--- src/rtl/gyro_bias_cal.sv ---
// -----------------------------------------------------------------------------
// gyro_bias_cal
//   Zero-rate bias calibration for a 3-axis gyro, placed ahead of the integrator.
//   At start-up (and on a recalibration request) it averages 2^CAL_SHIFT raw
//   samples per axis to estimate the bias. After that it emits bias-corrected,
//   saturated samples, one cycle after each accepted raw sample.
//
//   Build option: define GYRO_DEADBAND_EN to force corrected samples whose
//   magnitude is below DEADBAND to zero. Without it, DEADBAND has no effect.
//
// Ports
//   clk_100mhz          system clock, rising edge
//   rst_in              synchronous active-high reset
//   raw_gx/gy/gz        raw signed 16-bit rates
//   raw_valid           one-cycle strobe qualifying raw_g*
//   recal_in            one-cycle request to restart calibration
//   gx/gy/gz            corrected signed rates (hold when out_valid is low)
//   out_valid           one-cycle strobe, gx/gy/gz updated this cycle
//   calibrated          high while a valid bias is applied
//   bias_x/y/z          current bias estimates (debug)
// -----------------------------------------------------------------------------
module gyro_bias_cal #(
  parameter int unsigned CAL_SHIFT = 8,
  parameter int unsigned DEADBAND  = 4
) (
  input  logic        clk_100mhz,
  input  logic        rst_in,
  input  logic [15:0] raw_gx,
  input  logic [15:0] raw_gy,
  input  logic [15:0] raw_gz,
  input  logic        raw_valid,
  input  logic        recal_in,
  output logic [15:0] gx,
  output logic [15:0] gy,
  output logic [15:0] gz,
  output logic        out_valid,
  output logic        calibrated,
  output logic [15:0] bias_x,
  output logic [15:0] bias_y,
  output logic [15:0] bias_z
);

  localparam int unsigned ACC_W = 16 + CAL_SHIFT;
  localparam int unsigned CNT_W = CAL_SHIFT;

  // Elaboration-time parameter sanity checks
  if (CAL_SHIFT < 1 || CAL_SHIFT > 12) begin : g_bad_cal_shift
    $error("gyro_bias_cal: CAL_SHIFT must be in 1..12");
  end
  if (DEADBAND > 32768) begin : g_bad_deadband
    $error("gyro_bias_cal: DEADBAND must not exceed 32768");
  end

  typedef enum logic [1:0] {
    S_CAL   = 2'd0,
    S_LATCH = 2'd1,
    S_RUN   = 2'd2
  } state_e;

  state_e             state_q, state_d;
  logic [CNT_W-1:0]   cnt_q, cnt_d;
  logic [ACC_W-1:0]   acc_q  [3];
  logic [ACC_W-1:0]   acc_d  [3];
  logic [15:0]        bias_q [3];
  logic [15:0]        bias_d [3];
  logic [15:0]        g_q    [3];
  logic [15:0]        g_d    [3];
  logic               out_valid_q, out_valid_d;
  logic               calibrated_q, calibrated_d;
  logic [15:0]        raw_w  [3];

  assign raw_w[0] = raw_gx;
  assign raw_w[1] = raw_gy;
  assign raw_w[2] = raw_gz;

  // 17-bit difference, clamped to the signed 16-bit range
  function automatic logic [15:0] sat_sub(input logic [15:0] a, input logic [15:0] b);
    logic [16:0] d;
    d = {a[15], a} - {b[15], b};
    if (d[16] != d[15]) begin
      sat_sub = d[16] ? 16'h8000 : 16'h7FFF;
    end else begin
      sat_sub = d[15:0];
    end
  endfunction

`ifdef GYRO_DEADBAND_EN
  localparam logic signed [16:0] DB_POS = 17'(DEADBAND);

  // Small residual rates are treated as noise and zeroed
  function automatic logic [15:0] correct(input logic [15:0] a, input logic [15:0] b);
    logic [15:0]        v;
    logic signed [16:0] s;
    v = sat_sub(a, b);
    s = $signed({v[15], v});
    if (s > -DB_POS && s < DB_POS) begin
      correct = 16'h0000;
    end else begin
      correct = v;
    end
  endfunction
`else
  function automatic logic [15:0] correct(input logic [15:0] a, input logic [15:0] b);
    correct = sat_sub(a, b);
  endfunction
`endif

  // State and datapath registers
  always_ff @(posedge clk_100mhz) begin
    if (rst_in) begin
      state_q      <= S_CAL;
      cnt_q        <= '0;
      out_valid_q  <= 1'b0;
      calibrated_q <= 1'b0;
      for (int i = 0; i < 3; i++) begin
        acc_q[i]  <= '0;
        bias_q[i] <= '0;
        g_q[i]    <= '0;
      end
    end else begin
      state_q      <= state_d;
      cnt_q        <= cnt_d;
      out_valid_q  <= out_valid_d;
      calibrated_q <= calibrated_d;
      for (int i = 0; i < 3; i++) begin
        acc_q[i]  <= acc_d[i];
        bias_q[i] <= bias_d[i];
        g_q[i]    <= g_d[i];
      end
    end
  end

  // Next-state and datapath logic
  always_comb begin
    state_d      = state_q;
    cnt_d        = cnt_q;
    out_valid_d  = 1'b0;
    calibrated_d = calibrated_q;
    for (int i = 0; i < 3; i++) begin
      acc_d[i]  = acc_q[i];
      bias_d[i] = bias_q[i];
      g_d[i]    = g_q[i];
    end

    unique case (state_q)
      S_CAL: begin
        if (recal_in) begin
          cnt_d = '0;
          for (int i = 0; i < 3; i++) acc_d[i] = '0;
        end else if (raw_valid) begin
          cnt_d = cnt_q + CNT_W'(1);
          for (int i = 0; i < 3; i++) begin
            acc_d[i] = acc_q[i] + {{CAL_SHIFT{raw_w[i][15]}}, raw_w[i]};
          end
          // Counter wraps to zero on the final sample, ready for a later recal
          if (&cnt_q) state_d = S_LATCH;
        end
      end

      S_LATCH: begin
        // Arithmetic shift floors the mean toward -inf
        for (int i = 0; i < 3; i++) begin
          bias_d[i] = 16'($signed(acc_q[i]) >>> CAL_SHIFT);
        end
        calibrated_d = 1'b1;
        state_d      = S_RUN;
      end

      S_RUN: begin
        if (recal_in) begin
          state_d      = S_CAL;
          cnt_d        = '0;
          calibrated_d = 1'b0;
          for (int i = 0; i < 3; i++) begin
            acc_d[i] = '0;
            g_d[i]   = '0;
          end
        end else if (raw_valid) begin
          out_valid_d = 1'b1;
          for (int i = 0; i < 3; i++) begin
            g_d[i] = correct(raw_w[i], bias_q[i]);
          end
        end
      end

      default: begin
        state_d = S_CAL;
      end
    endcase
  end

  assign gx         = g_q[0];
  assign gy         = g_q[1];
  assign gz         = g_q[2];
  assign out_valid  = out_valid_q;
  assign calibrated = calibrated_q;
  assign bias_x     = bias_q[0];
  assign bias_y     = bias_q[1];
  assign bias_z     = bias_q[2];

endmodule

--- config.mk ---
export PLATFORM = sky130hd
export DESIGN_NAME = gyro_bias_cal
export DESIGN_NICKNAME = d
export VERILOG_FILES = /design/src/rtl/gyro_bias_cal.sv
export SDC_FILE = /design/constraint.sdc
export NUM_CORES = 1
export LEC_CHECK = 0
export CORE_ASPECT_RATIO = 0.9
export CORE_UTILIZATION = 40
export CTS_BUF_LIST = sky130_fd_sc_hd__clkbuf_8
export CTS_CLUSTER_DIAMETER = 120
export DETAILED_ROUTE_END_ITERATION = 7
export GPL_ROUTABILITY_DRIVEN = 1
export RECOVER_POWER = 25
export SLEW_MARGIN = 20
export SYNTH_ARGS = -nofsm -noshare
export SYNTH_HDL_FRONTEND = slang
export SYNTH_SLANG_ARGS = --single-unit
--- constraint.sdc ---
create_clock -name clk_100mhz -period 4.6 [get_ports clk_100mhz]
set_input_delay 0.92 -clock clk_100mhz [delete_from_list [all_inputs] [get_ports clk_100mhz]]
set_output_delay 0.92 -clock clk_100mhz [all_outputs]
set_load 0.005 [all_outputs]
==> flow_summary.toml, run 1 <==
[power_and_ir_drop]
p_per_area_nw_per_um2 = 246
irDropWorstVdd_mv = 0.179
p_leak_nw = 5.65

[final_layout]
final_common_cell = "nand2_1"
nFillCells = 2773
diodes = 0
drive_gt1_share_pct = 4.85
fin_cells = 1990
syn_to_final_growth_pct = 20.6
final_nets = 1797
stdcell_area_um2 = 14000
mostFrequentLayoutCells = "nand2_1 (218), dfxtp_1 (180), a21oi_1 (139), clkdlybuf4s50_1 (133), nor2_1 (124)"

[logic_synthesis]
synthFlopType = "dfxtp_1"
synth_top_area_share_pct = 31.1
async_flop_share_pct = 0
syn_nets = 1649
yosys_register_bits = 180
ys_seq_area_share_pct = 31.1
syn_avg_cell_area_um2 = 7.89
syn_area_um2 = 11600
synth_edf_count = 0
ys_top_cells_by_area = "dfxtp_1 (31%), ha_1 (13%), nand2_1 (7.1%), a21oi_1 (6.0%), o21ai_0 (4.5%)"
synth_cell_types = 67
synthCells = 1469
synth_area_leader_cell = "dfxtp_1"
yosys_warnings = 0

[clock_network]
htree_num_levels = 4
post-cts-setup-buffers = 0
clockRootBuffer = "clkbuf_8"
clock_sink_count = 180
clkTransAtPathRegs_ns = 0.11
insertion_delay_ns = 0.50
hold_buffers = 0
numCtsBuffers = 17
clock_path_buffers = 2
cts_resized = 0
cts_tree = "built"

[die]
core.rowCount = 58
initial_core_util_pct = 41.0
fp.dieW_um = 181
die_h_um = 163
die_area_um2 = 29700
ios = 150
coreArea_um2 = 28200

[worst_setup_path]
crit_arrival_ns = 4.69
cp-start-kind = "primary input"
cp_max_fo = 12
crit_end = "g_q[0][16]$_SDFFE_PP0P_"
reg2reg_slack_ns = 0.98
r2r-start = "bias_q[0][16]$_SDFFE_PP0P_"
end_kind = "flop"
cp_data_required_time_ns = 5.02
cp-startpoint = "raw_gy[0]"
r2r_end = "g_q[0][16]$_SDFFE_PP0P_"
worstSetupPathType = "primary input to flop"
reg2reg_depth = 15

[sta]
maxSlewHeadroom_pct = -30.5
final-max-slew-violation-count = 85
fin_worst_skew_ns = 0.0203
timing.final.crit_share_pct = 92.8
layout_min_cycle_time_ns = 4.27
final-hold-violation-count = 0
worstMarginPinSlew_ns = 1.95
fmax_ghz = 0.234
post-route-worst-setup-slack_ns = 0.331
setup_viol = 0
rsz0062_at_grt = "false"

[place]
place_congestion = 0.928
numPortBuffers = 149
dp.cells = 1958
place_ws_ns = -0.374
placedInstanceArea_um2 = 13600
dp_hpwl_um = 23800

[global_route]
grt_usage_pct = 21.6
antenna_found_initial = 0
grt_pass1_vias = 9921
grt_max_degree = 57
globalRouteOverflowTotal = 0
grt_pass1_wl_um = 51000

[detailed_routing]
antenna_left = 0
drt_iter0_drc = 618
wire_per_inst_um = 15.9
vias_per_cell = 5.36
vias = 10700
drt_wl_total_um = 31600
wl_met3_um = 1500
wl_met1_um = 15800
wl_met2_um = 13900
drc_errors = 0
top_layer = "met4"
firstDrtPassIters = 5

[job]
cap_violations = 2

[outcome]
violations = "capacitance limit, slew limit"
status = "finished, violations left"

[min_path]
min_path_type = "flop to flop"
routing by layer:
metal	vias up	global-route usage, %
met3	23	3.28
met4	0	5.35
li1	5489	-
met1	4901	30.2
met2	244	34.5
met5	-	0
final cells by class:
type / instances / area (um^2) / area share, %
Clock inverter: 14 / 141 / 1.01
Timing Repair Buffer: 181 / 1730 / 12.3
Sequential cell: 180 / 3600 / 25.8
Inverter: 93 / 349 / 2.50
Multi-Input combinational cell: 1144 / 7460 / 53.4
Tap cell: 360 / 450 / 3.22
Clock buffer: 18 / 248 / 1.77
state kept, by name, summed over array words and instances, names as in the netlist:
| register | flops |
|---|---|
| acc_q | 72 |
| bias_q | 48 |
| g_q | 48 |
| cnt_q | 8 |
| state_q | 2 |
| calibrated | 1 |
| out_valid | 1 |
per-stage QoR:
| step | power [mW] | TNS, ns | hold slack, ns | utilization [%] |
|---|---|---|---|---|
| after floorplan | 2.15 | 0 | 0.429 | - |
| after global placement | 2.35 | -1.97 | 0.435 | 48.1 |
| after detailed placement | 2.36 | -4.12 | 0.443 | 48.1 |
| after CTS | 3.47 | 0 | 0.467 | 49.5 |
| after global routing | 3.62 | 0 | 0.482 | 49.5 |
| final | 3.43 | 0 | 0.454 | 49.5 |
cell families (layout without fill, tap and decap cells):
group / count (synthesis) / count (layout) / synth area share, %
AO/OA/AOI/OAI: 460 / 460 / 25.3
XOR/XNOR: 93 / 93 / 7.03
adder cells (fa/ha/maj): 134 / 134 / 14.7
buffers and inverters: 145 / 306 / 4.71
flip-flops: 180 / 180 / 31.1
multiplexers: 3 / 3 / 0.270
AND/OR/NAND/NOR: 454 / 454 / 16.9
report_power, final:
group          internal (mW)  total, mW  switching, mW
logic                  0.314      0.712          0.398
registers               1.59       1.62         0.0261
clock network          0.416       1.10          0.688
worst min-delay path by stage:
stage	to	startpoint	cells after the start
floorplan	state_q[0]$_SDFFE_PP0P_	cnt_q[7]$_SDFFE_PP0P_	2
finish	g_q[0][36]$_SDFFE_PP0P_	g_q[0][36]$_SDFFE_PP0P_	2
global route	g_q[0][39]$_SDFFE_PP0P_	g_q[0][39]$_SDFFE_PP0P_	2
detailed placement	g_q[0][36]$_SDFFE_PP0P_	g_q[0][36]$_SDFFE_PP0P_	2
CTS	g_q[0][36]$_SDFFE_PP0P_	g_q[0][36]$_SDFFE_PP0P_	2
global placement	g_q[0][0]$_SDFFE_PP0P_	g_q[0][0]$_SDFFE_PP0P_	2
Yosys cell counts (3+ instances only):
cell      count
nor2b_1      20
xnor2_1      48
o21bai_1     11
a22oi_1      35
a2111o_1      3
nor3_1       19
maj3_1        6
a211o_1       8
ha_1        122
a31oi_1       9
o311ai_0      4
nand3_1      18
a221o_1       9
fa_1          6
and2_1        3
nand4_1       6
and4_1        3
nand2b_1     15
a21oi_1     140
a21boi_0     11
inv_1        93
o31a_1        4
nor4_1        3
nor2_1      126
o31ai_1      10
xor2_1       45
a22o_1        4
and3_1        3
a21o_1       45
dfxtp_1     180
nand2_1     218
o22ai_1       3
o21ai_0     104
a211oi_1     12
or3_1        11
clkbuf_1     50
o211ai_1     10
o21a_1       11
worst max-delay path, cell delays in order:
cell             delay (ns)
clkdlybuf4s50_1        0.48
inv_1                  0.05
ha_1                   0.22
fa_1                   0.40
nor2b_1                0.12
o21ai_0                0.14
a21boi_1               0.24
o21ai_0                0.14
a21boi_0               0.27
o31ai_1                0.12
a211o_1                0.28
a31o_2                 0.27
ha_1                   0.31
buf_4                  0.16
buf_4                  0.17
a21o_1                 0.22
o21ai_0                0.17
No activity file was read; power rests on OpenSTA's default activity.
==> inputs of run 2 (changes only) <==
--- a/config.mk
+++ b/config.mk
@@ -6,11 +6,12 @@
 export NUM_CORES = 1
 export LEC_CHECK = 0
 export CORE_ASPECT_RATIO = 0.9
-export CORE_UTILIZATION = 40
+export CORE_UTILIZATION = 58
 export CTS_BUF_LIST = sky130_fd_sc_hd__clkbuf_8
 export CTS_CLUSTER_DIAMETER = 120
 export DETAILED_ROUTE_END_ITERATION = 7
 export GPL_ROUTABILITY_DRIVEN = 1
+export PLACE_DENSITY = 0.83
 export RECOVER_POWER = 25
 export SLEW_MARGIN = 20
 export SYNTH_ARGS = -nofsm -noshare
==> run 2 against run 1 <==
Net effect: the run still ends with capacitance limit, slew limit left; global-route usage grew 8.9 points; die area fell by 31%; sequential share of layout area increased by 0.24 points; clock power hardly changed; worst setup slack lost 0.039 ns; sequential power is essentially flat; cell count shrank 5.5%; count of clock-buffer cells in the layout increased by 2; total power increased by 1.0%; sequential cell count did not move; combinational power grew 0.6%; highest routed layer unchanged.
==> flow_summary.toml, run 2 (synthesis results as in run 1) <==
[final_layout]
final_nets = 1797
nFillCells = 1588
mostFrequentLayoutCells = "nand2_1 (218), dfxtp_1 (180), a21oi_1 (139), clkdlybuf4s50_1 (132), nor2_1 (125)"
drive_gt1_share_pct = 4.60
multi_input_area_um2 = 7450
largest_reg_flops = 72
largest-register = "acc_q"
reg.largest.list = "acc_q x72, bias_q x48, g_q x48"
syn_to_final_growth_pct = 19.5
final_common_cell = "nand2_1"
seqCellArea_um2 = 3600

[worst_setup_path]
cp-startpoint = "raw_gy[0]"
cp-start-kind = "primary input"
worstSetupPathType = "primary input to flop"
crit_arrival_ns = 4.66
end_kind = "flop"
crit_end = "g_q[0][30]$_SDFFE_PP0P_"
cp_max_fo = 16
cp_data_required_time_ns = 4.95
reg2reg_depth = 15
reg2reg_slack_ns = 0.95
r2r_end = "g_q[0][30]$_SDFFE_PP0P_"
r2r-start = "bias_q[0][16]$_SDFFE_PP0P_"

[global_route]
antenna_found_initial = 0
globalRouteOverflowTotal = 0
grt_pass1_vias = 10200
grt_pass1_wl_um = 49900
grt_max_degree = 90
grt_usage_pct = 30.4

[outcome]
violations = "capacitance limit, slew limit"
status = "finished, violations left"

[die]
die_h_um = 136
core.rowCount = 48
coreArea_um2 = 19400
die_area_um2 = 20500
initial_core_util_pct = 59.7
fp.dieW_um = 151
ios = 150

[clock_network]
htree_num_levels = 4
clock_sink_count = 180
clock_path_buffers = 2
insertion_delay_ns = 0.48
clockRootBuffer = "clkbuf_8"
cts_tree = "built"
post-cts-setup-buffers = 0
clkTransAtPathRegs_ns = 0.10
numCtsBuffers = 17

[detailed_routing]
vias = 11200
drc_errors = 0
firstDrtPassIters = 5
drt_iter0_drc = 795
drt_wl_total_um = 30900
antenna_left = 0
vias_per_cell = 5.93
wire_per_inst_um = 16.4

[place]
dp_hpwl_um = 22700
numPortBuffers = 149
place_congestion = 0.932
place_ws_ns = -0.273

[power_and_ir_drop]
p_leak_nw = 5.66
irDropWorstVdd_mv = 0.183
p_per_area_nw_per_um2 = 250

[sta]
final-hold-violation-count = 0
maxSlewHeadroom_pct = -31.5
setup_viol = 0
setup_tns_ns = 0
timing.final.crit_share_pct = 93.6
layout_min_cycle_time_ns = 4.31
fin_worst_skew_ns = 0.0214
worstMarginPinSlew_ns = 1.97
rsz0062_at_grt = "false"
final-max-slew-violation-count = 111
fmax_ghz = 0.232
post-route-worst-setup-slack_ns = 0.292

[min_path]
hold_path_depth = 2
min_path_type = "flop to flop"

[job]
cap_violations = 2
==> run 2: cell types whose count changed in the layout (fill, tap and decap cells not counted), moves of 2 or more <==
cell	change
bufinv_16	+2
clkbuf_8	+2
clkinv_8	-2
inv_6	-2
inv_8	-3
nor2_2	-2
==> run 2: worst max-delay path, cell delays in order <==
cell and delay (ns):
clkdlybuf4s50_1 0.48, inv_1 0.05, ha_1 0.21, fa_1 0.39
nor2b_1 0.12, o21ai_0 0.14, a21boi_1 0.21, o21ai_0 0.14
a21boi_1 0.23, o31ai_1 0.11, a211o_1 0.30, a31o_2 0.27
ha_1 0.30, buf_4 0.21, inv_1 0.07, or3_1 0.38
o311ai_0 0.11
==> run 2: cell type report <==
class	count	area share, %
Multi-Input combinational cell	1144	53.8
Sequential cell	180	26.0
Timing Repair Buffer	181	12.4
Inverter	93	2.52
Tap cell	250	2.26
Clock buffer	20	1.99
Clock inverter	11	0.922
Antenna cell	1	0.0181
==> run 2: where the power goes <==
group	total, mW	leakage [nW]	switching (mW)	internal (mW)
Clock	1.13	0.203	0.607	0.527
Sequential	1.62	1.46	0.0269	1.59
Combinational	0.716	4.01	0.403	0.314
Total	3.47	5.66	1.04	2.43
==> run 2: routing by layer <==
layer	up-vias	track usage [%]	part of all wire, %
li1	5479	-	-
met1	5221	40.5	45
met2	408	49.7	46
met3	42	6.04	7.6
met4	0	8.78	2.1
met5	-	0	0
==> run 2: stage by stage <==
step	cell area (um^2)	total power, mW	cells	utilization, %	hold slack, ns
final	13800	3.47	1880	71.4	0.458
after floorplan	11600	2.15	1469	-	0.429
after global routing	13800	3.62	1879	71.4	0.484
after CTS	13900	3.46	1879	71.4	0.464
after detailed placement	13500	2.35	1848	69.3	0.443
after global placement	13500	2.33	1848	69.3	0.435
==> run 2: worst min-delay path by stage <==
stage / start / end / slack, ns
4_1_cts: acc_q[0][52]$_SDFFE_PP0P_ / acc_q[0][52]$_SDFFE_PP0P_ / 0.46
5_1_grt: g_q[0][23]$_SDFFE_PP0P_ / g_q[0][23]$_SDFFE_PP0P_ / 0.48
3_5_place_dp: g_q[0][41]$_SDFFE_PP0P_ / g_q[0][41]$_SDFFE_PP0P_ / 0.44
3_3_place_gp: g_q[0][1]$_SDFFE_PP0P_ / g_q[0][1]$_SDFFE_PP0P_ / 0.43
6_report: g_q[0][41]$_SDFFE_PP0P_ / g_q[0][41]$_SDFFE_PP0P_ / 0.46
2_1_floorplan: cnt_q[7]$_SDFFE_PP0P_ / state_q[0]$_SDFFE_PP0P_ / 0.43
==> run 2: repair_timing <==
| action | CTS | global route |
|---|---|---|
| resized for setup | 0 | 3 |
| hold endpoints to repair | 0 | 0 |
| hold buffers | 0 | 0 |
| endpoints found under the setup margin | 0 | 9 |
==> inputs of run 3 (changes only) <==
--- a/config.mk
+++ b/config.mk
@@ -6,6 +6,7 @@
 export NUM_CORES = 1
 export LEC_CHECK = 0
 export CORE_ASPECT_RATIO = 0.9
+export CORE_MARGIN = 2
 export CORE_UTILIZATION = 58
 export CTS_BUF_LIST = sky130_fd_sc_hd__clkbuf_8
 export CTS_CLUSTER_DIAMETER = 120
==> run 3 against run 2 <==
Net effect: the flow still finishes with violations (capacitance limit, slew limit); via count fell by 1.2%; count of clock-buffer cells in the layout decreased by 2; register-to-register slack hardly changed; sequential power hardly changed; fmax shrank 0.58%; largest cell class unchanged.
==> flow_summary.toml, run 3 (synthesis results as in run 1) <==
[outcome]
status = "finished, violations left"
violations = "capacitance limit, slew limit"

[detailed_routing]
wire_per_inst_um = 16.2
drt_iter0_drc = 669
firstDrtPassIters = 7
drc_errors = 0
vias_per_cell = 5.84
antenna_left = 0
drt_wl_total_um = 30500
vias = 11000

[worst_setup_path]
worstSetupPathType = "primary input to flop"
cp-start-kind = "primary input"
cp_max_fo = 16
cp_data_required_time_ns = 4.95
reg2reg_slack_ns = 0.94
crit_arrival_ns = 4.68
end_kind = "flop"
crit_chain = "clkdlybuf4s50_1, inv_1, ha_1, fa_1, nor2b_1, o21ai_0, a21boi_1, o21ai_0, a21boi_0, o31ai_1, a211o_1, a31o_2, ha_1, buf_4, inv_1, or3_1, o311ai_0"
slowest_delay_ns = 0.48
cp_slowest_cell = "clkdlybuf4s50_1"

[sta]
final-hold-violation-count = 0
post-route-worst-setup-slack_ns = 0.267
fmax_ghz = 0.231
maxSlewHeadroom_pct = -114
layout_min_cycle_time_ns = 4.33
timing.final.crit_share_pct = 94.2
rsz0062_at_grt = "false"
setup_viol = 0
setup_tns_ns = 0
final-max-slew-violation-count = 147
fin_worst_skew_ns = 0.0178
worstMarginPinSlew_ns = 3.21

[global_route]
antenna_found_initial = 1
grt_pass1_vias = 10300
grt_max_degree = 67
grt_pass1_wl_um = 49600
grt_usage_pct = 28.4
globalRouteOverflowTotal = 0

[final_layout]
multi_input_area_um2 = 7460
mostFrequentLayoutCells = "nand2_1 (218), dfxtp_1 (180), a21oi_1 (139), clkdlybuf4s50_1 (133), nor2_1 (125)"
nFillCells = 1638
final_nets = 1796
largest_reg_flops = 72
fin_cells = 1885
drive_gt1_share_pct = 4.48
seqCellArea_um2 = 3600
final_common_cell = "nand2_1"
stdcell_area_um2 = 13800
largest-register = "acc_q"
syn_to_final_growth_pct = 19.4
reg.largest.list = "acc_q x72, bias_q x48, g_q x48"

[clock_network]
cts_tree = "built"
clock_path_buffers = 2
cts_resized = 0
htree_num_levels = 4
numCtsBuffers = 17
clock_sink_count = 180
clkTransAtPathRegs_ns = 0.10
post-cts-setup-buffers = 0
hold_buffers = 0
insertion_delay_ns = 0.47
clockRootBuffer = "clkbuf_8"

[place]
dp.cells = 1852
place_congestion = 0.931
placedInstanceArea_um2 = 13500
numPortBuffers = 149
place_ws_ns = -0.274
dp_hpwl_um = 22600

[die]
fp.dieW_um = 153
ios = 150
initial_core_util_pct = 58.5
die_h_um = 138
die_area_um2 = 21100
coreArea_um2 = 19800
core.rowCount = 49

[power_and_ir_drop]
irDropWorstVdd_mv = 0.195
p_leak_nw = 5.64
p_per_area_nw_per_um2 = 247
p_total_mw = 3.42

[min_path]
min_path_type = "flop to flop"

[job]
cap_violations = 3
run 3: final timing paths:
kind	startpoint	to	depth (start not counted)
setup / recovery	raw_gy[0]	g_q[0][26]$_SDFFE_PP0P_	17
hold / removal	g_q[0][34]$_SDFFE_PP0P_	g_q[0][34]$_SDFFE_PP0P_	2
hold reg to reg	g_q[0][34]$_SDFFE_PP0P_	g_q[0][34]$_SDFFE_PP0P_	2
setup reg to reg	bias_q[0][16]$_SDFFE_PP0P_	g_q[0][26]$_SDFFE_PP0P_	15
run 3: area by class of cell:
class / instances / area share [%]
Multi-Input combinational cell: 1144 / 53.9
Sequential cell: 180 / 26.0
Timing Repair Buffer: 180 / 12.4
Inverter: 93 / 2.52
Tap cell: 255 / 2.31
Clock buffer: 18 / 1.79
Clock inverter: 14 / 1.01
Antenna cell: 1 / 0.0181
run 3: per-layer routing:
metal / share of wire [%] / vias to the layer above / track usage, %
met5: 0 / - / 0
met3: 5.1 / 63 / 4.76
li1: - / 5467 / -
met1: 47 / 5150 / 38.0
met2: 46 / 334 / 46.5
met4: 2.6 / 0 / 10.1
run 3: critical path, delay by kind of cell:
kind                     cells  cell delay (ns)
AO/OA/AOI/OAI                8             1.53
adder cells (fa/ha/maj)      3             0.92
buffers and inverters        4             0.80
AND/OR/NAND/NOR              2             0.49
run 3: power breakdown:
group,switching (mW),internal (mW),total [mW]
registers,0.0267,1.59,1.62
clock network,0.596,0.493,1.09
logic,0.402,0.311,0.714
total,1.02,2.39,3.42
run 3: through the flow:
step	util, %	hold WS (ns)
floorplan	-	0.429
global placement	67.9	0.433
detailed placement	67.9	0.441
CTS	69.9	0.464
global route	69.9	0.479
finish	69.9	0.457
